`config.mk`:
```
export PLATFORM = sky130hd
export DESIGN_NAME = tpu_host_arbiter
export DESIGN_NICKNAME = d
export VERILOG_FILES = /design/src/rtl/tpu_io_pkg.sv /design/src/rtl/tpu_host_arbiter_rr_pick.sv /design/src/rtl/tpu_host_arbiter.sv
export SDC_FILE = /design/constraint.sdc
export NUM_CORES = 1
export LEC_CHECK = 0
export CAP_MARGIN = 0
export CORE_MARGIN = 3
export CORE_UTILIZATION = 35
export DETAILED_ROUTE_END_ITERATION = 12
export GPL_ROUTABILITY_DRIVEN = 0
export PLACE_DENSITY = 0.7
export SYNTH_ARGS = -nofsm -noshare
export SYNTH_HDL_FRONTEND = slang
export SYNTH_SLANG_ARGS = --single-unit
```
`constraint.sdc`:
```
create_clock -name clk -period 4.5 [get_ports clk]
set_input_delay 0.675 -clock clk [delete_from_list [all_inputs] [get_ports clk]]
set_output_delay 0.675 -clock clk [all_outputs]
set_load 0.02 [all_outputs]
```
`src/rtl/tpu_io_pkg.sv`:
```
// -----------------------------------------------------------------------------
// tpu_io_pkg
// Shared definitions for the TPU host-side I/O blocks.
//   - Control FSM state encoding used by tpu_host_arbiter.
//   - Host requester index assignments.
//   - Byte-address map of the TPU scratch memory (weights / activations /
//     results) plus a helper that classifies an address into its region.
// No ports (package).
// -----------------------------------------------------------------------------
package tpu_io_pkg;

    // Control FSM states (kept as plain constants so older tools and the
    // existing host blocks can share the same encoding).
    localparam logic [1:0] ST_IDLE  = 2'd0;
    localparam logic [1:0] ST_RUN   = 2'd1;
    localparam logic [1:0] ST_DRAIN = 2'd2;

    // Host requester indices.
    localparam int REQ_BTN  = 0;
    localparam int REQ_UART = 1;
    localparam int REQ_SPI  = 2;

    // Memory map (byte addresses, inclusive bounds).
    localparam logic [7:0] WGT_BASE = 8'h00;
    localparam logic [7:0] WGT_LAST = 8'h7F;
    localparam logic [7:0] ACT_BASE = 8'h80;
    localparam logic [7:0] ACT_LAST = 8'hBF;
    localparam logic [7:0] RES_BASE = 8'hC0;
    localparam logic [7:0] RES_LAST = 8'hFF;

    typedef enum logic [1:0] {
        REGION_WGT = 2'd0,
        REGION_ACT = 2'd1,
        REGION_RES = 2'd2
    } region_e;

    // Classify a byte address into its memory region.
    function automatic region_e region_of(input logic [7:0] a);
        if (a <= WGT_LAST) begin
            return REGION_WGT;
        end else if (a <= ACT_LAST) begin
            return REGION_ACT;
        end else begin
            return REGION_RES;
        end
    endfunction

endpackage

```
`src/rtl/tpu_host_arbiter_rr_pick.sv`:
```
// -----------------------------------------------------------------------------
// rr_pick
// Combinational rotating priority encoder. Picks the lowest-index set bit of
// req at or above ptr; if none, wraps around and picks the lowest set bit
// overall.
// Ports:
//   req    in  N     request vector
//   ptr    in  PW    rotation start index
//   onehot out N     one-hot winner (0 when no request)
//   idx    out PW    winner index (0 when no request)
//   any    out 1     at least one request set
// -----------------------------------------------------------------------------
module rr_pick #(
    parameter int N  = 3,
    parameter int PW = 2
) (
    input  logic [N-1:0]  req,
    input  logic [PW-1:0] ptr,
    output logic [N-1:0]  onehot,
    output logic [PW-1:0] idx,
    output logic          any
);

    // ge_ptr marks positions at or above the rotation pointer; masking req
    // with it yields the "upper" half of the rotation.
    logic [N-1:0] ge_ptr;
    logic [N-1:0] upper;
    logic [N-1:0] cand;

    genvar gi;
    generate
        for (gi = 0; gi < N; gi++) begin : g_mask
            assign ge_ptr[gi] = (PW'(gi) >= ptr);
        end
    endgenerate

    assign upper = req & ge_ptr;
    assign cand  = (|upper) ? upper : req;
    assign any   = |req;

    always_comb begin
        logic found;
        found  = 1'b0;
        onehot = '0;
        idx    = '0;
        for (int i = 0; i < N; i++) begin
            if (cand[i] && !found) begin
                found     = 1'b1;
                onehot[i] = 1'b1;
                idx       = PW'(i);
            end
        end
    end

endmodule

```
`src/rtl/tpu_host_arbiter.sv`:
```
// -----------------------------------------------------------------------------
// tpu_host_arbiter
// Shares the TPU byte-wide memory port and start/done handshake among N_REQ
// concurrently active host interfaces (0 = button, 1 = UART, 2 = SPI).
//   - Round-robin access grant per memory cycle; mem_* follow the winner
//     combinationally, read data is registered (latency 1).
//   - One host at a time owns a computation (start ownership uses the same
//     rotation). Writes are locked out while a computation is in flight;
//     reads continue so hosts can poll results.
//   - Watchdog aborts a run that does not signal done within TIMEOUT cycles.
// Ports:
//   clk, rst                 clock, synchronous active-high reset
//   req/we/addr/wdata        per-host access request (addr/wdata packed)
//   gnt                      one-hot single-cycle access acknowledge
//   rdata/rvalid             read data (shared) and one-hot valid, 1 cycle later
//   start_req                per-host start level
//   host_done/host_err       done routed to owner / abort pulse to owner
//   mem_we/addr/wdata/rdata  memory port (rdata is combinational from memory)
//   tpu_start/busy/done      core control handshake
// -----------------------------------------------------------------------------
module tpu_host_arbiter
    import tpu_io_pkg::*;
#(
    parameter int N_REQ   = 3,
    parameter int AW      = 8,
    parameter int DW      = 8,
    parameter int TIMEOUT = 1024
) (
    input  logic                clk,
    input  logic                rst,
    input  logic [N_REQ-1:0]    req,
    input  logic [N_REQ-1:0]    we,
    input  logic [N_REQ*AW-1:0] addr,
    input  logic [N_REQ*DW-1:0] wdata,
    output logic [N_REQ-1:0]    gnt,
    output logic [DW-1:0]       rdata,
    output logic [N_REQ-1:0]    rvalid,
    input  logic [N_REQ-1:0]    start_req,
    output logic [N_REQ-1:0]    host_done,
    output logic [N_REQ-1:0]    host_err,
    output logic                mem_we,
    output logic [AW-1:0]       mem_addr,
    output logic [DW-1:0]       mem_wdata,
    input  logic [DW-1:0]       mem_rdata,
    output logic                tpu_start,
    input  logic                tpu_busy,
    input  logic                tpu_done
);

    localparam int PW = (N_REQ > 1) ? $clog2(N_REQ) : 1;
    localparam int WW = (TIMEOUT > 1) ? $clog2(TIMEOUT) : 1;

    // ------------------------------------------------------------------
    // State
    // ------------------------------------------------------------------
    logic [1:0]       state_q,  state_d;
    logic [PW-1:0]    ptr_q,    ptr_d;
    logic [PW-1:0]    owner_q,  owner_d;
    logic [WW-1:0]    wd_q,     wd_d;
    logic             start_q,  start_d;
    logic [N_REQ-1:0] err_q,    err_d;
    logic [N_REQ-1:0] rvalid_q, rvalid_d;
    logic [DW-1:0]    rdata_q,  rdata_d;

    // ------------------------------------------------------------------
    // Unpack per-host address/data
    // ------------------------------------------------------------------
    logic [AW-1:0] addr_arr  [N_REQ];
    logic [DW-1:0] wdata_arr [N_REQ];

    genvar gi;
    generate
        for (gi = 0; gi < N_REQ; gi++) begin : g_unpack
            assign addr_arr[gi]  = addr[gi*AW +: AW];
            assign wdata_arr[gi] = wdata[gi*DW +: DW];
        end
    endgenerate

    // ------------------------------------------------------------------
    // Access arbitration
    // ------------------------------------------------------------------
    // Writes are only eligible while no computation is in flight; a write
    // granted in the same IDLE cycle that a start is accepted still lands.
    logic [N_REQ-1:0] elig;
    logic [N_REQ-1:0] acc_onehot;
    logic [PW-1:0]    acc_idx;
    logic             acc_any;
    logic             gnt_any;
    logic             win_we;

    assign elig = req & (~we | {N_REQ{state_q == ST_IDLE}});

    rr_pick #(.N(N_REQ), .PW(PW)) u_acc_pick (
        .req    (elig),
        .ptr    (ptr_q),
        .onehot (acc_onehot),
        .idx    (acc_idx),
        .any    (acc_any)
    );

    // No grants while reset is held so nothing reaches memory then.
    assign gnt_any   = acc_any & ~rst;
    assign win_we    = we[acc_idx];
    assign gnt       = gnt_any ? acc_onehot : '0;
    assign mem_we    = gnt_any & win_we;
    assign mem_addr  = gnt_any ? addr_arr[acc_idx]  : '0;
    assign mem_wdata = gnt_any ? wdata_arr[acc_idx] : '0;

    // ------------------------------------------------------------------
    // Start ownership (same rotation as access)
    // ------------------------------------------------------------------
    logic [N_REQ-1:0] start_onehot;
    logic [PW-1:0]    start_idx;
    logic             start_any;

    rr_pick #(.N(N_REQ), .PW(PW)) u_start_pick (
        .req    (start_req),
        .ptr    (ptr_q),
        .onehot (start_onehot),
        .idx    (start_idx),
        .any    (start_any)
    );

    // Done is only meaningful to the host that owns the computation.
    always_comb begin
        host_done = '0;
        if (!rst && (state_q != ST_IDLE) && tpu_done) begin
            host_done[owner_q] = 1'b1;
        end
    end

    // ------------------------------------------------------------------
    // Next-state logic
    // ------------------------------------------------------------------
    always_comb begin
        ptr_d    = ptr_q;
        if (gnt_any) begin
            ptr_d = (acc_idx == PW'(N_REQ - 1)) ? '0 : acc_idx + PW'(1);
        end

        rvalid_d = (gnt_any && !win_we) ? acc_onehot : '0;
        rdata_d  = (gnt_any && !win_we) ? mem_rdata  : rdata_q;

        state_d  = state_q;
        owner_d  = owner_q;
        wd_d     = wd_q;
        start_d  = start_q;
        err_d    = '0;

        case (state_q)
            ST_IDLE: begin
                if (start_any && !tpu_busy) begin
                    owner_d = start_idx;
                    start_d = 1'b1;
                    wd_d    = '0;
                    state_d = ST_RUN;
                end
            end
            ST_RUN: begin
                if (wd_q != '1) begin
                    wd_d = wd_q + WW'(1);
                end
                if (tpu_done) begin
                    state_d = ST_DRAIN;
                end else if (wd_q == WW'(TIMEOUT - 1)) begin
                    err_d[owner_q] = 1'b1;
                    start_d        = 1'b0;
                    state_d        = ST_DRAIN;
                end
            end
            ST_DRAIN: begin
                // Wait for the owner to release its start level so the
                // handshake closes cleanly before anyone else can start.
                if (!start_req[owner_q]) begin
                    start_d = 1'b0;
                    state_d = ST_IDLE;
                end
            end
            default: begin
                start_d = 1'b0;
                state_d = ST_IDLE;
            end
        endcase
    end

    // ------------------------------------------------------------------
    // Registers
    // ------------------------------------------------------------------
    always_ff @(posedge clk) begin
        if (rst) begin
            state_q  <= ST_IDLE;
            ptr_q    <= '0;
            owner_q  <= '0;
            wd_q     <= '0;
            start_q  <= 1'b0;
            err_q    <= '0;
            rvalid_q <= '0;
            rdata_q  <= '0;
        end else begin
            state_q  <= state_d;
            ptr_q    <= ptr_d;
            owner_q  <= owner_d;
            wd_q     <= wd_d;
            start_q  <= start_d;
            err_q    <= err_d;
            rvalid_q <= rvalid_d;
            rdata_q  <= rdata_d;
        end
    end

    assign rdata     = rdata_q;
    assign rvalid    = rvalid_q;
    assign host_err  = err_q;
    assign tpu_start = start_q;

endmodule

```
==> flow_summary.ini <==
[outcome]
status = finished, final reports clean

[synthesis]
synth_top_family_by_area = simple AND/OR/NAND/NOR gates
ys_seq_area_share_pct = 31.6
synthAdderAreaFrac_pct = 0.637
ys_ff_latch = 31
synth-edff-count = 0
synthArstFlopShare_pct = 0
synth_compound_area_share_pct = 18.0
synthCells = 226
avgSynthCellArea_um2 = 8.69
synth_flop_cell = dfxtp_1
synth-simple-area-share_pct = 26.0
synthesis.area_um2 = 1960
yosysWarningCount = 0
synthMuxAreaShare_pct = 15.3
synth_nets = 296
synth_cell_type_count = 45
synthXorXnorAreaFrac_pct = 3.12

[sta]
rsz0062_at_grt = no
fin_crit_sh_pct = 87.4
tns_ns = 0
fin_ws_ns = 0.568
slew_headroom_pct = 47.2
setup_viol = 0
drv_slew = 0
final_hold_viol_count = 0
min_period_ns = 3.93
finClkSkew_ns = 0.00580
tightest_slew_ns = 0.790
holdWs_ns = 0.476
timing.fmax_ghz = 0.254

[route]
viasPerCell = 5.00
drt_first_pass_iters = 4
routed_wl_um = 5600
dr.max_layer_used = met4
met1_length_um = 2340
antenna_left = 0
met2_length_um = 2570
routedWlPerCell_um = 13.9
num_vias = 2008
dr_wl_met3_um = 652
drcViolationCount = 0
dr.first_iter.drc_count = 152

[global_routing]
grt_max_degree = 36
grt_overflow = 0
grt_pass1_wl_um = 8970
first_global_vias = 1945
antenna_found_initial = 0
grt_usage_pct = 17.4

[critical_path]
crit_type = in2out
crit_fanout = 18
arrival_ns = 3.26
r2r_slack_ns = 2.05
cp.required_ns = 3.83
crit_path_start_kind = input port
cp-end-kind = output port

[die]
initial_core_util_pct = 37.3
io_pins = 107
die_x_um = 80.9
fp.dieH_um = 80.9
rows = 26
core_area_um2 = 5270
dieArea_um2 = 6550

[final_layout]
area_growth_pct = 60.4
final_cell_mix = clkdlybuf4s50_1 (106), nor2_1 (39), dfxtp_1 (31), mux2i_1 (18), a211oi_1 (16)
design_area_um2 = 3150
fin_cells = 402
num_antenna_cells = 0
final_common_cell = clkdlybuf4s50_1
nets = 401
drive_above_1_share_pct = 8.73

[clock_network]
clkTransAtPathRegs_ns = 0.06
cts_max_level = 2
cts-root-buf = clkbuf_8
cts_sinks = 31
cts_resized = 0
hold_buffers = 0
cts_buffer_depth = 2
cts_tree = done
postCtsSetupBuffers = 0
numCtsBuffers = 5
clk_latency_ns = 0.28

[place]
dp_cells = 394
dpl_worst_slack_ns = 0.570
placed_area_um2 = 3050
dp_hpwl_um = 4390
io_buffers = 106

[job]
cap_viol_max_count = 0

[power]
leakagePower_nw = 1.20
power_density_nw_per_um2 = 266
peakVddDrop_v = 0.000130

[min_path]
hold_class = reg2reg
cells by family after synthesis:
logic type,after synthesis
multiplexers,26
buffers and inverters,18
adder cells (fa/ha/maj),1
AND/OR/NAND/NOR,96
flip-flops,31
AO/OA/AOI/OAI,47
XOR/XNOR,7
path summary, 6_finish.rpt:
| path | startpoint | to | depth (start not counted) |
|---|---|---|---|
| worst max-delay path | we[0] | mem_wdata[5] | 8 |
| worst max register to register | state_q[0] | rdata[6] | 6 |
| worst min-delay path | wd_q[1] | wd_q[1] | 2 |
| worst min register to register | wd_q[1] | wd_q[1] | 2 |
power breakdown:
group / switching [mW] / internal [mW]
registers: 0.0134 / 0.290
logic: 0.135 / 0.162
clock network: 0.0984 / 0.139
total: 0.247 / 0.591
routing by layer:
metal  up-vias  GRT usage [%]
met5         -              0
met4         0           6.08
met3         2           7.10
met1       885           21.4
met2        96           27.3
li1       1025              -
synth_stat cells, drive strengths merged, types with 2 or more instances:
cell	instances	area share, %
nor2	39	7.5
dfxtp	31	32
mux2i	18	9.2
a211oi	16	6.1
nand2	12	2.4
o21ai	11	3.4
nor2b	10	3.3
a21oi	9	2.3
inv	8	1.5
mux2	8	6.1
nor3	7	1.8
and3	6	2.2
clkbuf	6	1.1
nand3	5	1.3
xor2	5	2.2
buf	4	2.7
nand2b	4	1.3
and4	3	1.3
a32oi	2	0.89
nand4	2	0.64
nor4	2	1.4
o211ai	2	0.76
xnor2	2	0.89
registers in the layout (all words and copies together) (netlist names):
register   count
state_q        2
rdata          8
tpu_start      1
wd_q          10
ptr_q          2
owner_q        2
host_err       3
rvalid         3
layout make-up:
class / instances / area, um2
Clock buffer: 8 / 100
Fill cell: 495 / 2120
Inverter: 8 / 30.0
Multi-Input combinational cell: 177 / 1240
Sequential cell: 31 / 621
Tap cell: 70 / 87.6
Timing Repair Buffer: 108 / 1080
critical path, cell delays in order:
cell and delay, ns:
clkdlybuf4s50_1 0.49, o21ai_1 0.11, and3_2 0.26, nor4_4 0.24, buf_4 0.33, mux2i_1 0.12, a211oi_1 0.33, clkdlybuf4s50_1 0.69
metrics by stage:
stage / total power, mW / utilization (%)
after floorplan: 0.472 / -
after global placement: 0.606 / 57.9
after detailed placement: 0.607 / 57.9
after CTS: 0.849 / 59.8
after global routing: 0.885 / 59.8
final: 0.838 / 59.8
Note: power is estimated with default switching activity, not from simulation.
